File: config.mk
export PLATFORM = sky130hd
export DESIGN_NAME = obstacle_engine
export DESIGN_NICKNAME = d
export VERILOG_FILES = /design/src/rtl/obstacle_engine.sv
export SDC_FILE = /design/constraint.sdc
export NUM_CORES = 1
export LEC_CHECK = 0
export CAP_MARGIN = 10
export CORE_ASPECT_RATIO = 0.9
export CORE_MARGIN = 2
export CORE_UTILIZATION = 40
export DETAILED_ROUTE_END_ITERATION = 10
export GPL_TIMING_DRIVEN = 0
export PLACE_DENSITY = 0.72
export SKIP_CTS_REPAIR_TIMING = 1
export SLEW_MARGIN = 20
export SYNTH_ARGS = -nofsm -noshare
export SYNTH_HDL_FRONTEND = slang
export SYNTH_SLANG_ARGS = --single-unit
File: constraint.sdc
create_clock -name clk -period 4.7 [get_ports clk]
set_clock_uncertainty 0.1 [all_clocks]
set_input_delay 0.705 -clock clk [delete_from_list [all_inputs] [get_ports clk]]
set_output_delay 0.705 -clock clk [all_outputs]
set_load 0.02 [all_outputs]
File: src/rtl/obstacle_engine.sv
// Side-scrolling obstacle engine: lane motion, LFSR respawn, speed ramp, BCD score, collision FSM.
// Define OBSTACLE_ENGINE_HISCORE_EN to build the high-score register; otherwise hiscore_bcd reads 0.
module obstacle_engine #(
    parameter int N_OBS       = 4,
    parameter int XW          = 12,
    parameter int SCREEN_W    = 1280,
    parameter int TICK_DIV    = 2000000,
    parameter int PASS_TARGET = 12,
    parameter int SPEED_MAX   = 8,
    parameter int DIGITS      = 3
) (
    input  logic                  clk,
    input  logic                  reset_n,
    input  logic                  start,
    input  logic [XW-1:0]         player_x,
    input  logic [XW-1:0]         player_y,
    input  logic [5:0]            player_w,
    input  logic [5:0]            player_h,
    input  logic [N_OBS*XW-1:0]   obs_y,
    input  logic [N_OBS*12-1:0]   obs_wh,
    output logic [N_OBS*XW-1:0]   obs_x,
    output logic [DIGITS*4-1:0]   score_bcd,
    output logic [DIGITS*4-1:0]   hiscore_bcd,
    output logic [3:0]            speed,
    output logic                  running,
    output logic                  game_over,
    output logic                  frame_tick
);
    localparam int SW = DIGITS * 4;
    localparam int DW = (TICK_DIV > 1) ? $clog2(TICK_DIV) : 1;
    localparam int PW = $clog2(PASS_TARGET + N_OBS + 1);

    typedef enum logic [1:0] {IDLE, RUN, OVER} state_t;

    state_t          state_q, state_d;
    logic [XW-1:0]   obs_q [N_OBS];
    logic [XW-1:0]   obs_d [N_OBS];
    logic [XW-1:0]   moved [N_OBS];
    logic [SW-1:0]   score_q, score_d;
    logic [3:0]      speed_q, speed_d;
    logic [PW-1:0]   pass_q, pass_d;
    logic [DW-1:0]   div_q, div_d;
    logic [7:0]      lfsr_q, lfsr_d;
    logic [N_OBS-1:0] hit_v, wrap_v;
    logic [PW-1:0]   n_wrap;
    logic            tick, hit;

    function automatic logic [XW-1:0] home_x(input int i);
        return XW'(SCREEN_W + 128 * i);
    endfunction

    function automatic logic [XW-1:0] respawn_x(input int i, input logic [7:0] l);
        logic [7:0] key;
        key = 8'((8'h5B * i) % 256);
        return XW'(SCREEN_W) + XW'({l ^ key, 2'b00});
    endfunction

    function automatic logic [7:0] lfsr_next(input logic [7:0] l);
        return {l[6:0], l[7] ^ l[5] ^ l[4] ^ l[3]};
    endfunction

    function automatic logic [SW-1:0] bcd_inc(input logic [SW-1:0] v);
        logic [SW-1:0] r;
        logic          carry;
        r     = v;
        carry = 1'b1;
        for (int d = 0; d < DIGITS; d++) begin
            if (carry) begin
                if (v[d*4 +: 4] == 4'd9) begin
                    r[d*4 +: 4] = 4'd0;
                end else begin
                    r[d*4 +: 4] = v[d*4 +: 4] + 4'd1;
                    carry       = 1'b0;
                end
            end
        end
        return r;
    endfunction

    function automatic logic [XW:0] ext6(input logic [5:0] v);
        return {{(XW-5){1'b0}}, v};
    endfunction

    // Sums are one bit wider than positions so box edges never wrap.
    always_comb begin
        hit_v  = '0;
        wrap_v = '0;
        n_wrap = '0;
        for (int i = 0; i < N_OBS; i++) begin
            hit_v[i] = (|obs_wh[i*12+6 +: 6]) && (|obs_wh[i*12 +: 6])
                && ({1'b0, player_x} < {1'b0, obs_q[i]} + ext6(obs_wh[i*12+6 +: 6]))
                && ({1'b0, player_x} + ext6(player_w) > {1'b0, obs_q[i]})
                && ({1'b0, player_y} < {1'b0, obs_y[i*XW +: XW]} + ext6(obs_wh[i*12 +: 6]))
                && ({1'b0, player_y} + ext6(player_h) > {1'b0, obs_y[i*XW +: XW]});
            wrap_v[i] = (obs_q[i] <= XW'(speed_q));
            moved[i]  = wrap_v[i] ? respawn_x(i, lfsr_q) : obs_q[i] - XW'(speed_q);
            n_wrap    = n_wrap + PW'(wrap_v[i]);
        end
    end

    assign hit  = (state_q == RUN) && (|hit_v);
    assign tick = (state_q == RUN) && (div_q == DW'(TICK_DIV - 1));

    always_comb begin
        state_d = state_q;
        score_d = score_q;
        speed_d = speed_q;
        pass_d  = pass_q;
        div_d   = div_q;
        lfsr_d  = lfsr_q;
        for (int i = 0; i < N_OBS; i++) obs_d[i] = obs_q[i];
        case (state_q)
            RUN: begin
                lfsr_d = lfsr_next(lfsr_q);
                if (hit) begin
                    state_d = OVER;
                end else if (tick) begin
                    div_d   = '0;
                    score_d = bcd_inc(score_q);
                    for (int i = 0; i < N_OBS; i++) obs_d[i] = moved[i];
                    // A full pass count converts into a speed step; this tick's wraps are dropped.
                    if (pass_q >= PW'(PASS_TARGET)) begin
                        pass_d  = '0;
                        speed_d = (speed_q < 4'(SPEED_MAX)) ? speed_q + 4'd1 : 4'(SPEED_MAX);
                    end else begin
                        pass_d = pass_q + n_wrap;
                    end
                end else begin
                    div_d = div_q + DW'(1);
                end
            end
            IDLE, OVER: begin
                if (start) begin
                    state_d = RUN;
                    score_d = '0;
                    speed_d = 4'd1;
                    pass_d  = '0;
                    div_d   = '0;
                    for (int i = 0; i < N_OBS; i++) obs_d[i] = home_x(i);
                end
            end
            default: state_d = IDLE;
        endcase
    end

    always_ff @(posedge clk or negedge reset_n) begin
        if (!reset_n) begin
            state_q <= IDLE;
            score_q <= '0;
            speed_q <= 4'd1;
            pass_q  <= '0;
            div_q   <= '0;
            lfsr_q  <= 8'hA5;
            for (int i = 0; i < N_OBS; i++) obs_q[i] <= home_x(i);
        end else begin
            state_q <= state_d;
            score_q <= score_d;
            speed_q <= speed_d;
            pass_q  <= pass_d;
            div_q   <= div_d;
            lfsr_q  <= lfsr_d;
            for (int i = 0; i < N_OBS; i++) obs_q[i] <= obs_d[i];
        end
    end

`ifdef OBSTACLE_ENGINE_HISCORE_EN
    logic [SW-1:0] hi_q;

    // Equal-length BCD vectors order the same way as their decimal values.
    always_ff @(posedge clk or negedge reset_n) begin
        if (!reset_n) begin
            hi_q <= '0;
        end else if (hit && (score_q > hi_q)) begin
            hi_q <= score_q;
        end
    end
    assign hiscore_bcd = hi_q;
`else
    assign hiscore_bcd = '0;
`endif

    always_comb begin
        for (int i = 0; i < N_OBS; i++) obs_x[i*XW +: XW] = obs_q[i];
    end

    assign score_bcd  = score_q;
    assign speed      = speed_q;
    assign running    = (state_q == RUN);
    assign game_over  = (state_q == OVER);
    assign frame_tick = tick;
endmodule
== Yosys cells after proc, flatten, opt, wreduce, memory -nomap -nowiden ==
Cells that the tools add are included.

* Register bits after elaboration: 100
* Logic and storage cells: 164
* Bits of input ports: 135
* Output and inout port bits: 79

* Muxes and demuxes: 44
* Reductions and logical operators: 40
* Bitwise gates (word level): 6
* Equal/unequal tests: 13
* Add/subtract/negate cells: 27
* Order comparisons: 22

{| class="wikitable"
|+ Operators by type and width
! kind !! count
|-
| 48-bit 2-to-1 mux || 3
|-
| 12-bit by 6-bit adder with 13-bit output || 10
|-
| 13-bit by 12-bit > comparator with 1-bit output || 8
|-
| 12-bit by 13-bit < comparator with 1-bit output || 8
|-
| 48-bit one-hot mux with 2 select lines || 1
|-
| 12-bit 2-to-1 mux || 7
|-
| 21-bit 2-to-1 mux || 3
|-
| 11-bit by 10-bit adder with 12-bit output (first input constant) || 4
|-
| 12-bit by 4-bit <= comparator with 1-bit output || 4
|-
| 6-bit OR reduction || 8
|-
| 12-bit by 4-bit subtractor with 12-bit output || 4
|-
| 21-bit one-hot mux with 2 select lines || 1
|-
| 4-bit 2-to-1 mux || 10
|-
| 12-bit one-hot mux with 2 select lines || 1
|-
| 1-bit logical AND || 22
|-
| 21-bit by 1-bit adder with 21-bit output (second input constant) || 1
|-
| 21-bit == test (second input constant) || 1
|-
| 5-bit 2-to-1 mux || 4
|-
| 4-bit by 1-bit adder with 4-bit output (second input constant) || 4
|-
| 5-bit AND reduction || 3
|-
| 4-bit == test (second input constant) || 3
|-
| 2-bit by 1-bit != test with 1-bit output (second input constant) || 5
|-
| 5-bit inverter || 2
|-
| 5-bit one-hot mux with 2 select lines || 1
|-
| 22 further kinds || 34
|}

== Longest topological paths before layout ==
* Depth in word-level cells: 18
* Mapped depth: 22
* Gate-level depth less buffers: 21

== Least setup slack after synthesis ==
OpenSTA, ideal clock, no wires.

* Path kind: input-to-reg
* Start: input player_x[1]
* End: register obs_q (netlist bit obs_x[18])
* Data arrival time: 4.691 ns
* Slack: -0.212 ns
* Cell stages on the path: 22
* Path buffers: 2
* Data required time: 4.479 ns
* Cell sequence: ha_1 > a21o_1 > a21oi_1 > o21bai_1 > a21oi_1 > nor2b_1 > o21ai_0 > nor2_1 > xor2_1 > ha_1 > and3_1 > a211oi_1 > o21ai_0 > o31a_1 > o21ai_0 > a311oi_1 > o2bb2ai_1 > o21ai_2 > buf_2 > clkbuf_1 > nand2_1 > a22o_1

* Word-level cells in the longest chain between the ends: 9

{| class="wikitable"
|+ Ends and longest elaborated chain
! element !! RTL line !! source
|-
| from (decl) || 15 || <nowiki>input logic [XW-1:0] player_x,</nowiki>
|-
| 12-bit by 6-bit adder with 13-bit output or 12-bit by 13-bit < comparator with 1-bit output (tied branches) || 92, 91 ||
|-
| 13-bit by 12-bit > comparator with 1-bit output or 1-bit logical AND (tied branches) || 92, 91 ||
|-
| 1-bit logical AND || 92 || <nowiki>&& ({1'b0, player_x} + ext6(player_w) > {1'b0, obs_q[i]})</nowiki>
|-
| 1-bit logical AND || 93 || <nowiki>&& ({1'b0, player_y} < {1'b0, obs_y[i*XW +: XW]} + ext6(obs_wh[i*12 +: 6]))</nowiki>
|-
| 1-bit logical AND || 94 || <nowiki>&& ({1'b0, player_y} + ext6(player_h) > {1'b0, obs_y[i*XW +: XW]});</nowiki>
|-
| 4-bit OR reduction (*) || 101 || <nowiki>assign hit = (state_q == RUN) && (|hit_v);</nowiki>
|-
| 1-bit logical AND (*) || 101 ||
|-
| 2-bit != test (no line) (*) || - ||
|-
| 4-bit AND reduction (no line) (*) || - ||
|-
| to (decl) || 36 || <nowiki>logic [XW-1:0] obs_q [N_OBS];</nowiki>
|}

Every way passes the cells marked *; elsewhere a longest branch is shown, timed or not.
A chain may end at the register's enable or synchronous reset.

== Final worst setup path ==
* Start: input player_w[5]
* End: register pass_q[0]

* Word-level cells in the longest chain between the ends: 9

{| class="wikitable"
|+ Ends and longest elaborated chain
! element !! RTL line !! source
|-
| from (decl) || 17 || <nowiki>input logic [5:0] player_w,</nowiki>
|-
| 12-bit by 6-bit adder with 13-bit output (*) || 92 ||
|-
| 13-bit by 12-bit > comparator with 1-bit output || 92 ||
|-
| 1-bit logical AND || 92 ||
|-
| 1-bit logical AND || 93 ||
|-
| 1-bit logical AND || 94 ||
|-
| 4-bit OR reduction (*) || 101 ||
|-
| 1-bit logical AND (*) || 101 ||
|-
| 2-bit != test (no line) (*) || - ||
|-
| 4-bit AND reduction (no line) (*) || - ||
|-
| to (signal assigned) || 159 || <nowiki>pass_q <= pass_d;</nowiki>
|-
| to (decl) || 41 || <nowiki>logic [PW-1:0] pass_q, pass_d;</nowiki>
|}

Marked as above.

==> qor.csv <==
metric,value,unit
critical path launch point type,input pin,
Fin. Hold Viols,0,
nets@finish,2405,
Filler cells,3049,
1st-iter DRT viols,1169,
number of warnings issued by yosys,0,
setup slack after layout,-0.2925,ns
DRT met1 WL,22390,um
maxcap violations,0,
vias in the first global route,13910,
post-synth top area share,24.54,%
Finished Cell Area,18960,um2
WL/cell,21.17,um
mean number of vias per cell,5.896,
RSZ-0062 raised after global routing,true,
clk_lat worst skew,0.36,ns
post-route clock period utilization,106.2,%
Fmax achieved,200.3,MHz
post-layout min period,4.992,ns
synth top area cells,"ha_1 (25%), dfrtp_1 (15%), xnor2_1 (4.9%), inv_1 (4.6%), a21oi_1 (4.1%)",
simple-gate portion of the synthesized area,18.78,%
first-pass GRT wire length,76250,um
deepest clock path buffer count,2,
met2 wire length,23460,um
Die Width,200.3,um
complex-gate fraction of the synthesized area,21.11,%
Seq cells post-synth,100,
gpl congestion,0.9786,
total CTS buffers,9,
total grt overflow,0,
total leakage power,8.769,nW
Hold Path Class,in2async,
H-tree levels,3,
Vias,14490,
top-count cell post-synth,ha_1,
largest family of logic cells by synthesized area,adder cells,
P&R area growth vs syn,36.70,%
largest area contributor in the netlist,ha_1,
final setup violation count,89,
Syn Area/Cell,8.188,um2
sequential area share after synthesis,18.18,%
DRT antenna net count,0,
Unique masters post-synth,77,
CP Max Fanout,7,
met3 WL,4372,um
"Top FF cell, synth",dfrtp_1,
DR top layer,met5,
Critical Path RT,4.88,ns
routed wire length,52040,um
Slew HR,28.33,%
PD cells,404.5,nW/um2
"non-filler cells, final",2458,
Overall Global Routing Usage,26.79,%
share of layout cells above drive strength 1,17.82,%
status,"complete, but fails checks",
placeable core area,34110,um2
worst vdd ir,0.0002390,V
critical path data arrival time,5.18,ns
Post-Synth XOR/XNOR Area,6.504,%
std cell rows,64,
"Core Util, Final",55.58,%
placed instance area,16590,um2
Sink Count,100,
Initial Utilization,40.66,%
pre-CTS WS,-1.791,ns
antenna violations before repair,11,
crit path capture type,register,
root buf cell,clkbuf_16,
synthesized-area fraction occupied by adder cells,26.99,%
number of cells on the worst reg-to-reg path,22,
Die ar.,36180,um2
Cells after Synth,1694,
CTS tree,built,
Multi-input gate area,11750,um2
"Clk pin slew, worst setup/hold paths",0.08,ns
hold slack final,0.1865,ns
fraction of synthesized area in multiplexers,2.066,%
CP Class,in2reg,
# DRC,0,
I/O pins,214,
Die Y,180.7,um
failing checks,negative setup slack,
Post-DP HPWL,40500,um
Mapped Area,13870,um2
Post-synth EDFFs,0,
Slew @ Worst Pin,1.073,ns
# placed instances,2369,
largest net degree at the start of global routing,54,
DRT Pass-1 Iters,6,
quantity of I/O buffers inserted on ports,201,
Slew Limit Fails,0,
Async SR Flop Fraction,100.0,%
Post-synth top cells,"ha_1 (272), inv_1 (169), a21oi_1 (115)",
Reg area,2525,um2
## cells in the final DEF, fill, tap and decap left out, types with 13 or more instances in the layout
cell | synthesis | routed
and3_1 | 28 | 27
xor2_1 | 25 | 21
nand2b_1 | 31 | 30
a22o_1 | 22 | 22
clkbuf_1 | 23 | 16
o21ai_2 | 1 | 24
clkdlybuf4s50_1 | 0 | 158
nor2b_1 | 43 | 40
clkbuf_16 | 0 | 13
a21oi_2 | 1 | 36
buf_6 | 2 | 14
o211ai_1 | 16 | 16
o21ai_0 | 112 | 85
a21o_1 | 43 | 43
a31oi_1 | 16 | 14
nand4_1 | 33 | 33
nor4_1 | 18 | 14
ha_4 | 0 | 25
a21oi_1 | 115 | 76
ha_1 | 272 | 241
mux2i_1 | 14 | 14
buf_4 | 12 | 63
nor3_1 | 38 | 32
xnor2_1 | 78 | 70
nand2_1 | 94 | 91
nor2_1 | 99 | 92
nand3_1 | 67 | 59
dfrtp_1 | 85 | 82
dfstp_2 | 15 | 15
inv_1 | 169 | 166
dlymetal6s2s_1 | 0 | 35
## path summary, 6_finish.rpt
kind / slack, ns / start / endpoint
setup reg to reg: -0.16 / obs_x[1] / pass_q[0]
min in group clk: 0.40 / pass_q[4] / pass_q[4]
hold reg to reg: 0.40 / pass_q[4] / pass_q[4]
hold / removal: 0.19 / reset_n / obs_x[32]
max in group asynchronous: 3.63 / reset_n / speed[0]
setup / recovery: -0.29 / player_w[5] / pass_q[0]
## power by group
part	switching [W]	internal [W]
registers	0.000410	0.00107
logic	0.00302	0.00237
clock network	0.000379	0.000428
## state kept, by name (all words and copies together), names as in the netlist
register and flops:
pass_q 5, speed 4, div_q 21, score_bcd 12
lfsr_q 8, state_q 2, obs_x 48
## through the flow
| stage | total power (W) | setup TNS [ns] |
|---|---|---|
| 2_1_floorplan | 0.004321 | 0 |
| 3_3_place_gp | 0.005746 | -222.34 |
| 3_5_place_dp | 0.005897 | -141.89 |
| 4_1_cts | 0.006734 | -109.81 |
| 5_1_grt | 0.008198 | -22.26 |
| 6_report | 0.007670 | -14.28 |
## cells by family after synthesis
| family | after synthesis |
|---|---|
| and+or+nand+nor | 505 |
| AOI/OAI and AO/OA | 452 |
| adders and majority gates | 289 |
| buffers and inverters | 217 |
| xor gates and xnor gates | 103 |
| DFF | 100 |
| muxes | 27 |
| other | 1 |
## routing by layer
metal	vias up	GRT usage, %
met3	130	6.040
met1	6953	35.35
li1	6766	-
met5	-	0
met4	2	8.800
met2	641	43.35
## area by class of cell
type	instances	area share (%)
Buffer	45	2.032
Timing Repair Buffer	266	14.45
Inverter	171	3.398
Tap cell	462	3.049
Multi-Input combinational cell	1388	61.98
Antenna cell	10	0.1320
Clock buffer	9	1.188
Sequential cell	100	13.32
Clock inverter	7	0.4619
## critical path, stage by stage
cell and delay [ns]:
clkdlybuf4s50_1 0.41, ha_1 0.32, nor2b_1 0.14, a311o_1 0.33, and2_4 0.18, nand4_1 0.11
xnor2_2 0.11, buf_6 0.15, ha_4 0.26, and3_4 0.20, nand3_4 0.08, a311o_1 0.33
o211ai_1 0.12, a21oi_2 0.09, a2111o_1 0.44, o22ai_4 0.31, o21ai_4 0.15, and2_4 0.17
buf_12 0.14, buf_4 0.14, clkbuf_16 0.16, o21ai_2 0.12
Power figures use the tool's default switching activity.
